## src/rtl/seq_pattern_pkg.sv

```systemverilog
// Shared types and the per-lane and-or-invert cone used by the sequential pattern pipe.
// Pure combinational helpers only; no state lives here.
package seq_pattern_pkg;

  typedef enum logic {
    MODE_NORMAL = 1'b0,
    MODE_STICKY = 1'b1
  } mode_e;

  // Bitwise cone; callers apply it lane by lane so any WIDTH is supported.
  function automatic logic cone_f(
    input logic clr,
    input logic in1,
    input logic in3,
    input logic in5,
    input logic in6,
    input logic in8
  );
    return clr & ~(in5 & in3 & ~in1 & ~(in6 & ~in8));
  endfunction

endpackage

```

## src/rtl/seq_pattern_satcnt.sv

```systemverilog
// Saturating up-counter: clear wins over the held value, but a coincident increment counts as one.
// One cycle from inc/clr to count; never stalls.
module seq_pattern_satcnt #(
  parameter int CNT_W = 8
) (
  input  logic             clk,
  input  logic             rst,
  input  logic             inc,
  input  logic             clr,
  output logic [CNT_W-1:0] count
);

  localparam logic [CNT_W-1:0] CNT_MAX = '1;

  logic [CNT_W-1:0] count_q;
  logic [CNT_W-1:0] count_d;

  always_comb begin
    count_d = count_q;
    if (clr) begin
      count_d = inc ? CNT_W'(1) : '0;
    end else if (inc && (count_q != CNT_MAX)) begin
      count_d = count_q + CNT_W'(1);
    end
  end

  always_ff @(posedge clk) begin
    if (rst) count_q <= '0;
    else     count_q <= count_d;
  end

  assign count = count_q;

endmodule

```

## src/rtl/seq_pattern_pipe.sv

```systemverilog
// WIDTH-lane CLR-gated cone registered through DEPTH valid-tracked stages, with sticky output and hit counter.
// Inputs sampled at edge N reach v12 at edge N+DEPTH-1; free-running pipe, no backpressure.
module seq_pattern_pipe
  import seq_pattern_pkg::*;
#(
  parameter int WIDTH = 4,
  parameter int DEPTH = 1,
  parameter int CNT_W = 8
) (
  input  logic             blif_clk_net,
  input  logic             blif_reset_net,
  input  logic             CLR,
  input  logic [WIDTH-1:0] IN_1,
  input  logic [WIDTH-1:0] IN_3,
  input  logic [WIDTH-1:0] IN_5,
  input  logic [WIDTH-1:0] IN_6,
  input  logic [WIDTH-1:0] IN_8,
  input  logic             in_valid,
  input  logic             mode,
  input  logic             sticky_clr,
  input  logic             cnt_clr,
  output logic [WIDTH-1:0] v12,
  output logic             v12_valid,
  output logic [CNT_W-1:0] hit_count,
  output logic             any_hit
);

  logic [WIDTH-1:0] f;

  for (genvar l = 0; l < WIDTH; l++) begin : g_lane
    assign f[l] = cone_f(CLR, IN_1[l], IN_3[l], IN_5[l], IN_6[l], IN_8[l]);
  end

  // chain[0] is the stage-0 input; chain[s+1] is the output of stage s.
  logic [WIDTH-1:0] chain_dat [DEPTH];
  logic             chain_vld [DEPTH];

  assign chain_dat[0] = in_valid ? f : '0;
  assign chain_vld[0] = in_valid;

  for (genvar s = 0; s < DEPTH - 1; s++) begin : g_stage
    logic [WIDTH-1:0] dat_q;
    logic             vld_q;

    always_ff @(posedge blif_clk_net) begin
      if (blif_reset_net) begin
        dat_q <= '0;
        vld_q <= 1'b0;
      end else begin
        dat_q <= chain_dat[s];
        vld_q <= chain_vld[s];
      end
    end

    assign chain_dat[s+1] = dat_q;
    assign chain_vld[s+1] = vld_q;
  end

  logic [WIDTH-1:0] upd_dat;
  logic             upd_vld;
  logic [WIDTH-1:0] v12_q;
  logic [WIDTH-1:0] v12_d;
  logic             v12_valid_q;
  logic             any_hit_q;

  assign upd_dat = chain_dat[DEPTH-1];
  assign upd_vld = chain_vld[DEPTH-1];

  always_comb begin
    v12_d = v12_q;
    if (upd_vld) begin
      if (sticky_clr || (mode_e'(mode) == MODE_NORMAL)) v12_d = upd_dat;
      else                                               v12_d = v12_q | upd_dat;
    end else if (sticky_clr) begin
      v12_d = '0;
    end
  end

  always_ff @(posedge blif_clk_net) begin
    if (blif_reset_net) begin
      v12_q       <= '0;
      v12_valid_q <= 1'b0;
      any_hit_q   <= 1'b0;
    end else begin
      v12_q       <= v12_d;
      v12_valid_q <= upd_vld;
      any_hit_q   <= |v12_q;
    end
  end

  seq_pattern_satcnt #(
    .CNT_W (CNT_W)
  ) u_satcnt (
    .clk   (blif_clk_net),
    .rst   (blif_reset_net),
    .inc   (upd_vld && (upd_dat != '0)),
    .clr   (cnt_clr),
    .count (hit_count)
  );

  assign v12       = v12_q;
  assign v12_valid = v12_valid_q;
  assign any_hit   = any_hit_q;

endmodule

```

## config.mk

```make
export PLATFORM = sky130hd
export DESIGN_NAME = seq_pattern_pipe
export DESIGN_NICKNAME = d
export VERILOG_FILES = /design/src/rtl/seq_pattern_pkg.sv /design/src/rtl/seq_pattern_satcnt.sv /design/src/rtl/seq_pattern_pipe.sv
export SDC_FILE = /design/constraint.sdc
export NUM_CORES = 1
export LEC_CHECK = 0
export CORE_MARGIN = 4
export CORE_UTILIZATION = 25
export DETAILED_ROUTE_END_ITERATION = 10
export SLEW_MARGIN = 20
export SYNTH_ARGS = -nofsm -noshare
export SYNTH_HDL_FRONTEND = slang
export SYNTH_HIERARCHICAL = 1
export SYNTH_SLANG_ARGS = --single-unit
```

## constraint.sdc

```tcl
create_clock -name blif_clk_net -period 3.75 [get_ports blif_clk_net]
set_input_delay 0.75 -clock blif_clk_net [delete_from_list [all_inputs] [get_ports blif_clk_net]]
set_output_delay 0.75 -clock blif_clk_net [all_outputs]
set_load 0.005 [all_outputs]
```

==> Implementation_results.wiki, run 1 <==
{| class="wikitable"
! Metric !! Value
|-
| Result of the run || complete, no violations
|-
| Maximum clock rate || between 0.3 and 0.4 GHz
|-
| Antenna viol nets, final || 0
|-
| Vias after detailed routing || between 800 and 900
|-
| Sort of element at the start of the critical path || primary input
|-
| Worst-skew pair later-pin latency || 0.27 ns
|-
| Worst Reg2Reg Path Length in Cells || 4
|-
| Max_cap viols || 0
|-
| Slowest-stage cell, CP || sky130_fd_sc_hd__a41oi_1
|-
| Fraction of synthesis flops using an asynchronous set or reset pin || 0
|-
| RSZ-0062 raised after global routing || no
|-
| Worst-case hold slack || about 0.52 ns
|-
| Count of routing violations after the opening detailed-route iteration || 35
|-
| Cell Count Post-Placement || 160
|-
| Sequential area share after synthesis || 0.362
|-
| Commonest cells post-synth || sky130_fd_sc_hd__dfxtp_1, sky130_fd_sc_hd__nand2_1, sky130_fd_sc_hd__a21oi_1
|-
| Inserted Diodes || 0
|-
| Post-CTS repair timing setup buffer count || 0
|-
| Critical Path End Type || register
|-
| Post-placement worst setup slack || 0.928 ns
|-
| Arrival time worst endpoint || approximately 2.7 ns
|-
| Vias per cell || approximately 5.3
|-
| Wire length per cell after detailed routing || roughly 14 µm
|-
| Final Max Slew Viols || 0
|-
| Type of the most critical hold path || register to register
|-
| Start-to-end type of the worst setup path || primary input to register
|-
| Hold Crit Start || v12[2]
|-
| # port buffers || 40
|-
| Wire length of the first global-routing pass || approximately 3800 µm
|-
| CP Cell Sequence || clkdlybuf4s50_1 > nor2b_4 > nor3_1 > a41oi_1 > and4_1 > a21oi_1 > a2111oi_1
|-
| RePlAce Congestion || between 0.8 and 0.9
|-
| Transition at the pin with the smallest max-transition slack || 0.583 ns
|-
| Cell row count || 19
|-
| Post-synth EDFFs || 0
|-
| Sink Count || 14
|-
| Largest cells by area after synthesis || sky130_fd_sc_hd__dfxtp_1, sky130_fd_sc_hd__nor2b_4, sky130_fd_sc_hd__a21oi_1, sky130_fd_sc_hd__nand2_1, sky130_fd_sc_hd__o311ai_1
|-
| Setup clock skew after layout || 0.00160 ns
|-
| Share of power burned in combinational logic || 0.198
|-
| Setup-violating endpoint count in the final report || 0
|-
| Worst path required time || just under 4 ns
|-
| Growth of design area from synthesis to finish || 60.5%
|-
| Number of standard cells in the layout, taps in and fillers out || between 150 and 200
|-
| Final worst path period need || ~2.5 ns
|-
| TritonCTS clock tree || built
|-
| Horiz. Die Dim || between 60 and 70 µm
|-
| Sequential share of power || 0.478
|-
| Clock-pin slew on the worst setup and hold paths || 0.08 ns
|-
| Ratio of final minimum period to clock period || 0.675
|-
| Sum of overflow across all layers after global routing || 0
|-
| Root Buffer || sky130_fd_sc_hd__clkbuf_4
|-
| Syn Inst Count || 90
|-
| Synth warn || 6
|-
| Overall fraction of global-route tracks in use || 0.116
|-
| Worst Hold Path Cells || 2
|-
| Standard cell core area || 0.00285 mm²
|-
| Minimum setup slack in the final design || approximately 1.2 ns
|-
| Num CTS Buffers || 3
|-
| CP peak stage delay || around 0.52 ns
|-
| Power Internal || about 0.25 mW
|-
| Vertical die dimension || 63.6 µm
|-
| Net total in the final layout || approximately 160
|-
| Starting density of the core || 0.271
|-
| Critical Path Fanout Max || 7
|-
| Vias in the first global route || 907
|-
| Share of total power consumed by net switching || 0.225
|-
| Number of antenna violations at the first check in global routing || 0
|-
| Summed instance area of the synthesized netlist || between 700 and 800 µm²
|-
| Count of different cell masters after synthesis || 31
|-
| Reg2Reg Setup Slack || 2.35 ns
|-
| Final wirelength || ~2200 µm
|-
| Leak Pwr || about 0.45 nW
|-
| Syn Nets || roughly 120
|-
| Remaining max-slew budget at the tightest pin || 0.606
|-
| # DRC || 0
|-
| Post-synthesis area per instance || between 8 and 9 µm²
|-
| Clock share of power || 0.324
|-
| Launching point of the worst reg2reg path || u_satcnt/count[0]
|-
| CTS H-tree depth || 1
|-
| Final hold violation count || 0
|-
| Main synth FF type || sky130_fd_sc_hd__dfxtp_1
|-
| Top cell type by total area after synthesis || sky130_fd_sc_hd__dfxtp_1
|-
| Maximum number of buffers from clock root to sink || 2
|-
| Number of placed I/O pins || 41
|-
| Count leader, synth || sky130_fd_sc_hd__dfxtp_1
|-
| Startpoint of the most critical setup path || IN_6[0]
|-
| Maximum resistive drop on vdd || about 0.10 mV
|-
| Power density over the cells || approximately 260 mW/mm²
|-
| Layout cells sized above 1 || 0.0827
|-
| Post-CTS Hold Fix Bufs || 0
|-
| Hold worst-path end || v12[2]
|-
| Resized Gates After CTS || 0
|-
| First-pass iteration count of the detailed router || 4
|-
| Switching power total || between 0.07 and 0.08 mW
|-
| Summed negative setup slack over all endpoints || 0 ns
|-
| Flip-flop and latch count after synthesis || 14
|-
| Largest net degree at the start of global routing || 11
|-
| Post-detailed-placement half-perimeter wirelength || 1820 µm
|-
| Worst flop-to-flop path endpoint || u_satcnt/count[1]
|-
| Area of the die || between 0.004 and 0.005 mm²
|-
| Synth top area share || 0.362
|}
==> sequential cells by signal (all words and copies together), names as in the netlist <==
signal          count
v12_valid           1
u_satcnt/count      8
any_hit             1
v12                 4
==> logic make-up after synthesis <==
family	share of synthesized area
AND/OR/NAND/NOR	0.295
multiplexers	0.0388
flip-flops	0.362
AO/OA/AOI/OAI	0.249
buffers and inverters	0.0388
adder cells (fa/ha/maj)	0.0162
==> how the worst max path moves through the flow <==
stage                             end  slack (ns)  depth (start not counted)
floorplan           u_satcnt/count[5]        1.69                          6
global placement    u_satcnt/count[5]        1.07                          7
detailed placement  u_satcnt/count[5]        0.93                          7
CTS                 u_satcnt/count[5]        1.23                          7
global route        u_satcnt/count[5]        1.08                          7
finish              u_satcnt/count[5]        1.22                          7
==> layout by cell type (no fill, tap or decap), types with 3 or more instances in the layout <==
cell type                          n
sky130_fd_sc_hd__a21oi_1           8
sky130_fd_sc_hd__a31oi_1           4
sky130_fd_sc_hd__clkbuf_4          3
sky130_fd_sc_hd__clkdlybuf4s50_1  40
sky130_fd_sc_hd__dfxtp_1          14
sky130_fd_sc_hd__inv_1             5
sky130_fd_sc_hd__mux2i_1           3
sky130_fd_sc_hd__nand2_1          10
sky130_fd_sc_hd__nand4_1           3
sky130_fd_sc_hd__nor2_1            4
sky130_fd_sc_hd__nor2b_4           4
sky130_fd_sc_hd__nor3_1            4
sky130_fd_sc_hd__o211ai_1          4
sky130_fd_sc_hd__o311ai_1          4
==> per-stage QoR <==
| stage | utilization | power (mW) | cell area, µm² |
|---|---|---|---|
| floorplan | - | 0.179 | 773 |
| global placement | 0.422 | 0.225 | 1200 |
| detailed placement | 0.422 | 0.226 | 1200 |
| CTS | 0.435 | 0.335 | 1240 |
| global route | 0.435 | 0.351 | 1240 |
| finish | 0.435 | 0.328 | 1240 |
==> routing by layer <==
metal	track usage	part of all wire	up-vias
met3	0.0551	0.12	2
li1	-	-	435
met1	0.114	0.39	388
met4	0.0458	0.0050	0
met5	0	0	-
met2	0.207	0.48	47
==> area by class of cell <==
class / count / area [µm²]
repair buffers: 40 / 400
flip-flops and latches: 14 / 280
multi-input cells: 69 / 463
well taps: 31 / 38.8
fillers: 296 / 1610
inverters: 6 / 22.5
clock buffers: 4 / 36.3
==> worst max-delay path, delay by kind of cell <==
kind | cells | cell delay, ns
AO/OA/AOI/OAI | 3 | 0.98
AND/OR/NAND/NOR | 3 | 0.50
buffers and inverters | 1 | 0.45
==> power groups by stage <==
stage / clock network (mW) / logic [mW] / registers (mW)
2_1_floorplan: 0 / 0.0193 / 0.160
3_5_place_dp: 0 / 0.0656 / 0.160
5_1_grt: 0.122 / 0.0707 / 0.158
6_report: 0.106 / 0.0649 / 0.157
4_1_cts: 0.113 / 0.0657 / 0.157
3_3_place_gp: 0 / 0.0646 / 0.160
(Power assumes the default switching activity.)
==> run 2: changes to the inputs <==
- clock period: 3.75 -> 2.53 ns (I/O delays scaled with it)
==> run 2 against run 1 <==
  * Clock skew hardly changed
  * Critical path depth stayed put
  * Clock power is 57% higher
  * Largest cell class unchanged
  * Global-route usage is 0.21 points higher
  * Worst setup slack worse by 0.90 ns
  * Combinational power is 54% higher
  * Design area is 1.8% higher
  * Critical endpoint unchanged
  * Clock-buffer cell count stayed put
  * Sequential power is 48% higher
  * Routed wire length is 3.8% higher
  * First-iteration DRC count is 8.6% higher
==> Implementation_results.wiki, run 2 (synthesis results as in run 1) <==
{| class="wikitable"
! Metric !! Value
|-
| Clock share of power || 0.332 (+0.008)
|-
| Root Buffer || sky130_fd_sc_hd__clkbuf_4
|-
| Worst path required time || 2.70 ns (-1.21 ns)
|-
| Number of fill cells || 301 (+1.7%)
|-
| Remaining max-slew budget at the tightest pin || 0.680 (+0.0735)
|-
| Power density over the cells || 394 mW/mm² (+49%)
|-
| Sum of overflow across all layers after global routing || 0 (unchanged)
|-
| Leading cell types in the layout, fill and taps excluded || sky130_fd_sc_hd__clkdlybuf4s50_1, sky130_fd_sc_hd__dfxtp_1, sky130_fd_sc_hd__nand2_1
|-
| Layout cells sized above 1 || 0.103 (+0.0202)
|-
| Switching power total || 0.117 mW (+59%)
|-
| Number of antenna violations at the first check in global routing || 0 (unchanged)
|-
| Summed negative setup slack over all endpoints || 0 ns (unchanged)
|-
| Starting density of the core || 0.271 (unchanged)
|-
| # port buffers || 40 (unchanged)
|-
| Post-detailed-placement half-perimeter wirelength || 1850 µm (+1.6%)
|-
| Count of routing violations after the opening detailed-route iteration || 38 (+8.6%)
|-
| Standard cell core area || 0.00285 mm² (unchanged)
|-
| Inserted Diodes || 0 (unchanged)
|-
| Share of power burned in combinational logic || 0.201 (+0.003)
|-
| Final Max Slew Viols || 0 (unchanged)
|-
| Leak Pwr || 0.465 nW (+3.3%)
|-
| First-pass iteration count of the detailed router || 4 (unchanged)
|-
| Arrival time worst endpoint || 2.38 ns (-0.31 ns)
|-
| Max_cap viols || 0 (unchanged)
|-
| Power Internal || 0.381 mW (+50%)
|-
| Reg2Reg Setup Slack || 1.09 ns (-1.26 ns)
|-
| Most common cell after layout, fill and taps aside || sky130_fd_sc_hd__clkdlybuf4s50_1
|-
| Number of placed I/O pins || 41 (unchanged)
|-
| Num CTS Buffers || 3 (unchanged)
|-
| Critical Path End Type || register
|-
| Vertical die dimension || 63.6 µm (unchanged)
|-
| Worst-case hold slack || 0.508 ns (-0.0144 ns)
|-
| Instance area at placement || 0.00123 mm² (+1.9%)
|-
| Wire length of the first global-routing pass || 3750 µm (-1.1%)
|-
| Flip-flop count of the largest register after layout || 8 (unchanged)
|-
| RePlAce Congestion || 0.801 (-2.2%)
|-
| Growth of design area from synthesis to finish || 63.4%
|-
| Post-Layout Inst Area || 0.00126 mm² (+1.8%)
|-
| Final worst path period need || ~2.2 ns
|-
| Worst-skew pair later-pin latency || 0.28 ns (about the same)
|-
| Sequential share of power || 0.467 (-0.011)
|-
| Largest net degree at the start of global routing || 11 (unchanged)
|-
| Clock-pin slew on the worst setup and hold paths || 0.09 ns (about the same)
|-
| Type of the most critical hold path || register to register
|-
| Post-CTS repair timing setup buffer count || 0 (unchanged)
|-
| Final hold violation count || 0 (unchanged)
|-
| Ratio of final minimum period to clock period || 0.875
|-
| Horiz. Die Dim || 63.6 µm (unchanged)
|-
| Minimum setup slack in the final design || 0.317 ns (-0.903 ns)
|-
| Vias per cell || 5.32 (+0.12%)
|-
| RSZ-0062 raised after global routing || no
|-
| Setup-violating endpoint count in the final report || 0 (unchanged)
|-
| Maximum number of buffers from clock root to sink || 2 (unchanged)
|-
| Area of the die || 0.00405 mm² (unchanged)
|-
| Post-CTS Hold Fix Bufs || 0 (unchanged)
|-
| Post-placement worst setup slack || 0.0498 ns (-0.878 ns)
|-
| Sort of element at the start of the critical path || primary input
|-
| Overall fraction of global-route tracks in use || 0.118 (+0.00208)
|-
| # DRC || 0 (unchanged)
|-
| Start-to-end type of the worst setup path || primary input to register
|-
| Vias in the first global route || 904 (-0.33%)
|-
| Critical Path Fanout Max || 5 (-2)
|-
| Maximum resistive drop on vdd || 0.154 mV (+54%)
|-
| Sink Count || 14 (unchanged)
|-
| Wire length per cell after detailed routing || 13.8 µm (+1.9%)
|-
| Result of the run || complete, no violations
|-
| Setup clock skew after layout || 0.00202 ns (+0.000419 ns)
|-
| TritonCTS clock tree || built
|-
| Net total in the final layout || 165 (+1.9%)
|-
| Cell row count || 19 (unchanged)
|-
| Transition at the pin with the smallest max-transition slack || 0.474 ns (-0.109 ns)
|-
| Antenna viol nets, final || 0 (unchanged)
|-
| Final wirelength || 2300 µm (+3.8%)
|-
| Maximum clock rate || ~0.45 GHz
|-
| Share of total power consumed by net switching || 0.235 (+0.0105)
|-
| CTS H-tree depth || 1 (unchanged)
|-
| Vias after detailed routing || 889 (+1.9%)
|-
| Resized Gates After CTS || 0 (unchanged)
|}
## run 2: final timing paths
kind                     startpoint                 to  depth (start not counted)
setup / recovery            IN_6[0]  u_satcnt/count[5]                          7
hold / removal               v12[0]             v12[0]                          2
setup reg to reg  u_satcnt/count[1]  u_satcnt/count[4]                          4
hold reg to reg              v12[0]             v12[0]                          2
## run 2: cell type report
type                    count  area, µm²  area share
clock buffers               4       36.3      0.0287
flip-flops and latches     14        280       0.222
repair buffers             43        423       0.335
inverters                   6       22.5      0.0178
well taps                  31       38.8      0.0307
multi-input cells          69        463       0.366
## run 2: layer usage
layer / share of wire / GRT usage / vias up
met5: 0 / 0 / -
met4: 0.023 / 0.0674 / 0
met3: 0.14 / 0.0657 / 6
met2: 0.44 / 0.198 / 51
met1: 0.40 / 0.113 / 392
li1: - / - / 440
## run 2: metrics by stage
stage	utilization	std cells	power (mW)
after floorplan	-	90	0.266
after global routing	0.443	167	0.528
after detailed placement	0.430	163	0.338
final	0.443	167	0.498
after global placement	0.430	163	0.337
after CTS	0.443	167	0.508
## run 2: worst max-delay path: stages
cell and delay [ns]:
sky130_fd_sc_hd__clkdlybuf4s50_1 0.46, sky130_fd_sc_hd__nor2b_4 0.14, sky130_fd_sc_hd__nor3_1 0.05, sky130_fd_sc_hd__a41oi_1 0.44
sky130_fd_sc_hd__and4_1 0.30, sky130_fd_sc_hd__a21oi_1 0.09, sky130_fd_sc_hd__a2111oi_1 0.39
## run 2: power by group through the flow
stage / logic (mW) / clock network, mW / registers [mW]
after floorplan: 0.0286 / 0 / 0.237
after detailed placement: 0.101 / 0 / 0.238
after global placement: 0.0994 / 0 / 0.238
after global routing: 0.109 / 0.186 / 0.233
final: 0.100 / 0.166 / 0.232
after CTS: 0.101 / 0.175 / 0.233
==> run 3: changes to the inputs <==
- TNS_END_PERCENT: not set -> 30
==> results of run 3 <==
Final layout, timing and power as in run 2 (identical DEF).
